$ cat src/rtl/sdram_dump_pkg.sv
// Shared types and constants for the SDRAM-to-UART dump block.
// SDRAM_DUMP_HEX_ASCII_EN selects ASCII-hex output; see dump_byte_serializer.
package sdram_dump_pkg;

    typedef enum logic [2:0] {
        StIdle,
        StRdReq,
        StRdWait,
        StCheck,
        StSend,
        StNext,
        StDone
    } dump_state_e;

    localparam logic [7:0] ASCII_SPACE = 8'h20;
    localparam logic [7:0] ASCII_CR    = 8'h0D;
    localparam logic [7:0] ASCII_LF    = 8'h0A;

    localparam int unsigned WORDS_PER_LINE = 8;

    function automatic logic [7:0] nibble_to_hex(input logic [3:0] nib);
        if (nib < 4'd10) begin
            return 8'h30 + {4'h0, nib};
        end
        return 8'h37 + {4'h0, nib};
    endfunction

endpackage

$ cat src/rtl/dump_byte_serializer.sv
// Holds one SDRAM word and presents it byte by byte, MSB first.
// With SDRAM_DUMP_HEX_ASCII_EN defined, emits 4 hex chars plus a space or CR/LF separator.
module dump_byte_serializer
    import sdram_dump_pkg::*;
(
    input  logic        clk_i,
    input  logic        rst_ni,
    input  logic        load_i,
    input  logic [15:0] word_i,
`ifdef SDRAM_DUMP_HEX_ASCII_EN
    input  logic        crlf_i,
`endif
    input  logic        advance_i,
    output logic [7:0]  byte_o,
    output logic        last_byte_o
);

    logic [15:0] word_q, word_d;
    logic [2:0]  idx_q, idx_d;

`ifdef SDRAM_DUMP_HEX_ASCII_EN
    logic crlf_q, crlf_d;

    always_comb begin
        word_d = word_q;
        idx_d  = idx_q;
        crlf_d = crlf_q;
        if (load_i) begin
            word_d = word_i;
            idx_d  = 3'd0;
            crlf_d = crlf_i;
        end else if (advance_i) begin
            word_d = {word_q[11:0], 4'h0};
            idx_d  = idx_q + 3'd1;
        end
    end

    // Indices 0-3 are hex digits, 4 is the separator, 5 is the LF of a CR/LF pair.
    always_comb begin
        byte_o = ASCII_LF;
        case (idx_q)
            3'd0, 3'd1, 3'd2, 3'd3: byte_o = nibble_to_hex(word_q[15:12]);
            3'd4:                   byte_o = crlf_q ? ASCII_CR : ASCII_SPACE;
            default:                byte_o = ASCII_LF;
        endcase
        last_byte_o = crlf_q ? (idx_q == 3'd5) : (idx_q == 3'd4);
    end

    always_ff @(posedge clk_i) begin
        if (!rst_ni) begin
            crlf_q <= 1'b0;
        end else begin
            crlf_q <= crlf_d;
        end
    end
`else
    always_comb begin
        word_d = word_q;
        idx_d  = idx_q;
        if (load_i) begin
            word_d = word_i;
            idx_d  = 3'd0;
        end else if (advance_i) begin
            word_d = {word_q[7:0], 8'h00};
            idx_d  = idx_q + 3'd1;
        end
    end

    always_comb begin
        byte_o      = word_q[15:8];
        last_byte_o = (idx_q == 3'd1);
    end
`endif

    always_ff @(posedge clk_i) begin
        if (!rst_ni) begin
            word_q <= 16'h0000;
            idx_q  <= 3'd0;
        end else begin
            word_q <= word_d;
            idx_q  <= idx_d;
        end
    end

endmodule

$ cat src/rtl/sdram_uart_dump.sv
// Drains WORD_COUNT words from the SDRAM read FIFO into the UART TX FIFO as bytes.
// Build option SDRAM_DUMP_HEX_ASCII_EN switches raw binary output to ASCII hex lines.
module sdram_uart_dump
    import sdram_dump_pkg::*;
#(
    parameter int unsigned WORD_COUNT = 512,
    parameter int unsigned RD_LATENCY = 1
) (
    input  logic        clk_50m,
    input  logic        reset_n,
    input  logic        start,
    input  logic        sdram_init_done,
    output logic        rd_en,
    input  logic [15:0] rd_data,
    output logic        fifo_tx_req,
    output logic [7:0]  fifo_tx_data,
    input  logic        fifo_full,
    output logic        busy,
    output logic        done,
    output logic [15:0] word_cnt
);

    dump_state_e state_q, state_d;
    logic [1:0]  wait_q, wait_d;
    logic [15:0] word_cnt_q, word_cnt_d;
    logic        rd_en_q, tx_req_q, busy_q, done_q;
    logic [7:0]  tx_data_q;

    logic        ser_load, ser_advance, ser_last;
    logic [7:0]  ser_byte;

`ifdef SDRAM_DUMP_HEX_ASCII_EN
    // Word being loaded is number word_cnt_q + 1; it closes a line every 8th word or at the end.
    logic [15:0] word_num;
    logic        line_end;
    assign word_num = word_cnt_q + 16'd1;
    assign line_end = ((word_num % 16'(WORDS_PER_LINE)) == 16'd0) ||
                      (word_num == 16'(WORD_COUNT));
`endif

    dump_byte_serializer u_serializer (
        .clk_i       (clk_50m),
        .rst_ni      (reset_n),
        .load_i      (ser_load),
        .word_i      (rd_data),
`ifdef SDRAM_DUMP_HEX_ASCII_EN
        .crlf_i      (line_end),
`endif
        .advance_i   (ser_advance),
        .byte_o      (ser_byte),
        .last_byte_o (ser_last)
    );

    always_comb begin
        state_d     = state_q;
        wait_d      = wait_q;
        word_cnt_d  = word_cnt_q;
        ser_load    = 1'b0;
        ser_advance = 1'b0;
        case (state_q)
            StIdle: begin
                if (start && sdram_init_done) begin
                    state_d    = StRdReq;
                    word_cnt_d = 16'd0;
                end
            end
            StRdReq: begin
                state_d = StRdWait;
                wait_d  = 2'd0;
            end
            StRdWait: begin
                if (wait_q == 2'(RD_LATENCY - 1)) begin
                    ser_load = 1'b1;
                    state_d  = StCheck;
                end else begin
                    wait_d = wait_q + 2'd1;
                end
            end
            StCheck: begin
                if (!fifo_full) begin
                    state_d = StSend;
                end
            end
            StSend: begin
                if (ser_last) begin
                    word_cnt_d = word_cnt_q + 16'd1;
                    state_d    = StNext;
                end else begin
                    ser_advance = 1'b1;
                    state_d     = StCheck;
                end
            end
            StNext: begin
                state_d = (word_cnt_q == 16'(WORD_COUNT)) ? StDone : StRdReq;
            end
            StDone: begin
                state_d = StIdle;
            end
            default: begin
                state_d = StIdle;
            end
        endcase
    end

    // Outputs are registered from the next state so strobes line up with their states.
    always_ff @(posedge clk_50m) begin
        if (!reset_n) begin
            state_q    <= StIdle;
            wait_q     <= 2'd0;
            word_cnt_q <= 16'd0;
            rd_en_q    <= 1'b0;
            tx_req_q   <= 1'b0;
            tx_data_q  <= 8'h00;
            busy_q     <= 1'b0;
            done_q     <= 1'b0;
        end else begin
            state_q    <= state_d;
            wait_q     <= wait_d;
            word_cnt_q <= word_cnt_d;
            rd_en_q    <= (state_d == StRdReq);
            tx_req_q   <= (state_d == StSend);
            if (state_d == StSend) begin
                tx_data_q <= ser_byte;
            end
            busy_q     <= (state_d != StIdle);
            done_q     <= (state_d == StDone);
        end
    end

    assign rd_en        = rd_en_q;
    assign fifo_tx_req  = tx_req_q;
    assign fifo_tx_data = tx_data_q;
    assign busy         = busy_q;
    assign done         = done_q;
    assign word_cnt     = word_cnt_q;

endmodule

$ cat config.mk
export PLATFORM = sky130hd
export DESIGN_NAME = sdram_uart_dump
export DESIGN_NICKNAME = d
export VERILOG_FILES = /design/src/rtl/sdram_dump_pkg.sv /design/src/rtl/dump_byte_serializer.sv /design/src/rtl/sdram_uart_dump.sv
export SDC_FILE = /design/constraint.sdc
export NUM_CORES = 1
export LEC_CHECK = 0
export CAP_MARGIN = 30
export CORE_ASPECT_RATIO = 0.8
export CORE_MARGIN = 2
export CORE_UTILIZATION = 45
export CTS_BUF_LIST = sky130_fd_sc_hd__clkbuf_8
export DETAILED_ROUTE_END_ITERATION = 10
export GPL_ROUTABILITY_DRIVEN = 0
export HOLD_SLACK_MARGIN = 0.15
export PLACE_DENSITY_LB_ADDON = 0.08
export SYNTH_ARGS = -nofsm -noshare
export SYNTH_HDL_FRONTEND = slang
export SYNTH_HIERARCHICAL = 1
export SYNTH_SLANG_ARGS = --single-unit
export TNS_END_PERCENT = 30
$ cat constraint.sdc
create_clock -name clk_50m -period 2.22 [get_ports clk_50m]
set_input_delay 0.222 -clock clk_50m [delete_from_list [all_inputs] [get_ports clk_50m]]
set_output_delay 0.222 -clock clk_50m [all_outputs]
set_load 0.02 [all_outputs]
==> impl_metrics.toml, run 1 <==
[run_status]
status = "finished clean"

[synth]
ys_ff_latch = 52
yosysWarnings = 6
synth.area.top_cells = "dfxtp_1, nand2_1, a21boi_0"
synth_compound_area_frac = 0.211
synth_ff_type = "dfxtp_1"
synth_top_family_by_area = "simple AND/OR/NAND/NOR gates"
synth_common_cells = "dfxtp_1, nand2_1, a21oi_1"
synth.largest_area_cell = "dfxtp_1"
synth_edf_count = 0
synth_mux_area_frac = 0.0390
synth_fa_ha_area_frac = 0.0244
async_flop_share = 0
yosysSeqAreaShare = 0.406
netlist_area_mm2 = 0.00256
synth_fp_nets = 311
synth_top_area_frac = 0.406
synthSimpleGateAreaFrac = 0.244
synth_xor_area_frac = 0.0102
synth_most_common_cell = "dfxtp_1"
netlist-cell-type-count = 49
syn_avg_cell_area_um2 = 9.00
synth_cells = 285

[cells_and_area]
design_area_mm2 = 0.00321
antenna_cells = 0
drive_gt1_frac = 0.113
area_growth_pct = 25.2
nets = 353
final_core_util = 0.587

[sta]
fmax_mhz = 504
fin_skew_ns = 0.0113
layout_min_cycle_time_ns = 1.98
worstMarginPinSlew_ns = 0.571
setup_violations = 0
hold_viol = 0
maxSlewHeadroom = 0.618
rsz0062_at_grt = "false"
slew_viol_final = 0
setup_tns_ns = 0
min_period_over_period = 0.893

[setup_path]
crit_path_end_kind = "flop"
r2r_end = "word_cnt[13]"
start_kind = "flop"
cp_max_fo = 9
crit_required_ns = 2.47
path_class = "reg -> reg"
reg2reg_slack_ns = 0.24
regToRegStartpoint = "u_serializer/idx_q[0]"
arrival_ns = 2.23
reg2reg_depth = 6

[cts]
cts_repair_resize_count = 0
cts-root-buf = "clkbuf_8"
clk_path_buf_depth = 2
tritoncts = "built"
worstSkewPairLatency_ns = 0.30
cts_hold_buf = 0
path_clk_slew_ns = 0.10
cts_setup_buffers = 0
clkSinkCount = 52
numCtsBuffers = 5
cts_max_level = 2

[min_path]
hold_depth = 2
hold_path.class = "reg -> reg"
hp-start = "fifo_tx_data[1]"
min_to = "fifo_tx_data[1]"

[die]
initial_core_util = 0.469
die_h_um = 71.5
chipWidth_um = 88.4
dieArea_mm2 = 0.00632
coreArea_mm2 = 0.00547
io_pins = 49
rows = 24

[pwr]
power.leakage_nw = 1.17
ir_worst_vdd_v = 0.000462
powerDensity_mw_per_mm2 = 568

[routing]
vias = 2148
wirelength_um = 5290
first_iter_violations = 81
vias_per_cell = 5.29
wl_per_cell_um = 13.0
ant_nets = 0
drtPass1Iterations = 4
drc = 0

[global_routing]
grt_pass1_vias = 1992
grt_pass1_wl_um = 9000
grtUsageTotal = 0.180
grt_max_degree = 37
overflow = 0
antenna_found_initial = 0

[place]
io_buffer_count = 48
placed_cell_area_mm2 = 0.00310
dpl.hpwl_um = 3720

[run]
drv_cap = 0
==> power breakdown <==
part	internal [W]	switching, W	total [W]	leakage (nW)
clock	0.000330	0.000305	0.000636	0.0593
combinational	0.000113	0.0000885	0.000201	0.693
sequential	0.000962	0.0000237	0.000986	0.421
==> kinds of logic (layout without fill, tap and decap cells) <==
| logic type | count (synthesis) | count (layout) |
|---|---|---|
| compound gates | 76 | 76 |
| xor+xnor | 3 | 3 |
| fa+ha+maj | 5 | 5 |
| buf+inv | 31 | 74 |
| flops | 52 | 52 |
| mux | 9 | 9 |
| simple gates | 109 | 109 |
==> stage by stage <==
step                      cells  hold WS (ns)  setup slack (ns)  power, W
after floorplan             285         0.365             0.190   0.00115
after global placement      398         0.452             0.281   0.00121
after detailed placement    398         0.460             0.268   0.00121
after CTS                   406         0.465             0.238   0.00185
after global routing        406         0.481            0.0642   0.00190
final                       406         0.467             0.238   0.00182
==> critical path, stage by stage, from the launching register on <==
cell and delay (ns):
dfxtp_1 0.38, ha_1 0.15, nor2b_1 0.17, and2_1 0.23, o211ai_1 0.27, or4_1 0.58, a21oi_1 0.14
==> registers in the layout, indices dropped and copies added, names as in the netlist <==
signal / count
done: 1
fifo_tx_req: 1
busy: 1
word_cnt: 16
rd_en: 1
u_serializer/word_q: 16
wait_q: 2
u_serializer/idx_q: 3
state_q: 3
fifo_tx_data: 8
==> final cells by class <==
type / count / area (um^2)
fill: 515 / 2260
multi-input combinational: 202 / 1370
sequential: 52 / 1040
timing repair buffer: 58 / 568
tap: 78 / 97.6
clock buffer: 5 / 68.8
clock inverter: 3 / 38.8
inverter: 8 / 30.0
==> worst max-delay path by stage <==
stage	from	to	slack (ns)	cells after the start
final	u_serializer/idx_q[0]	word_cnt[13]	0.24	6
after global routing	u_serializer/idx_q[0]	word_cnt[13]	0.06	6
after CTS	u_serializer/idx_q[0]	word_cnt[13]	0.24	6
after detailed placement	start	word_cnt[13]	0.27	5
after global placement	start	word_cnt[15]	0.28	5
after floorplan	u_serializer/idx_q[1]	u_serializer/word_q[10]	0.19	7
==> layout by cell type, fill, tap and decap left out, types with 6 or more instances in the layout <==
| cell | count |
|---|---|
| dfxtp_1 | 52 |
| clkdlybuf4s50_1 | 48 |
| nand2_1 | 35 |
| a21oi_1 | 17 |
| nand2b_1 | 13 |
| a21boi_0 | 12 |
| o21ai_0 | 11 |
| inv_1 | 9 |
| buf_4 | 9 |
| nor2_1 | 8 |
| or3_1 | 8 |
| or3b_1 | 8 |
| mux2_2 | 8 |
| o211a_1 | 8 |
| a21boi_1 | 6 |
==> layer usage <==
| layer | wire length (um) | GRT usage | part of all wire |
|---|---|---|---|
| met2 | 2310 | 0.292 | 0.44 |
| met5 | 0 | 0 | 0 |
| met1 | 2800 | 0.242 | 0.53 |
| met4 | 44 | 0.0488 | 0.0083 |
| met3 | 138 | 0.0392 | 0.026 |
(Power assumes the default switching activity.)
==> inputs of run 2 (changes only) <==
--- a/config.mk
+++ b/config.mk
@@ -5,7 +5,6 @@
 export SDC_FILE = /design/constraint.sdc
 export NUM_CORES = 1
 export LEC_CHECK = 0
-export CAP_MARGIN = 30
 export CORE_ASPECT_RATIO = 0.8
 export CORE_MARGIN = 2
 export CORE_UTILIZATION = 45
==> results of run 2 <==
Same layout as run 1: the final DEF is identical, and so are final timing and power.
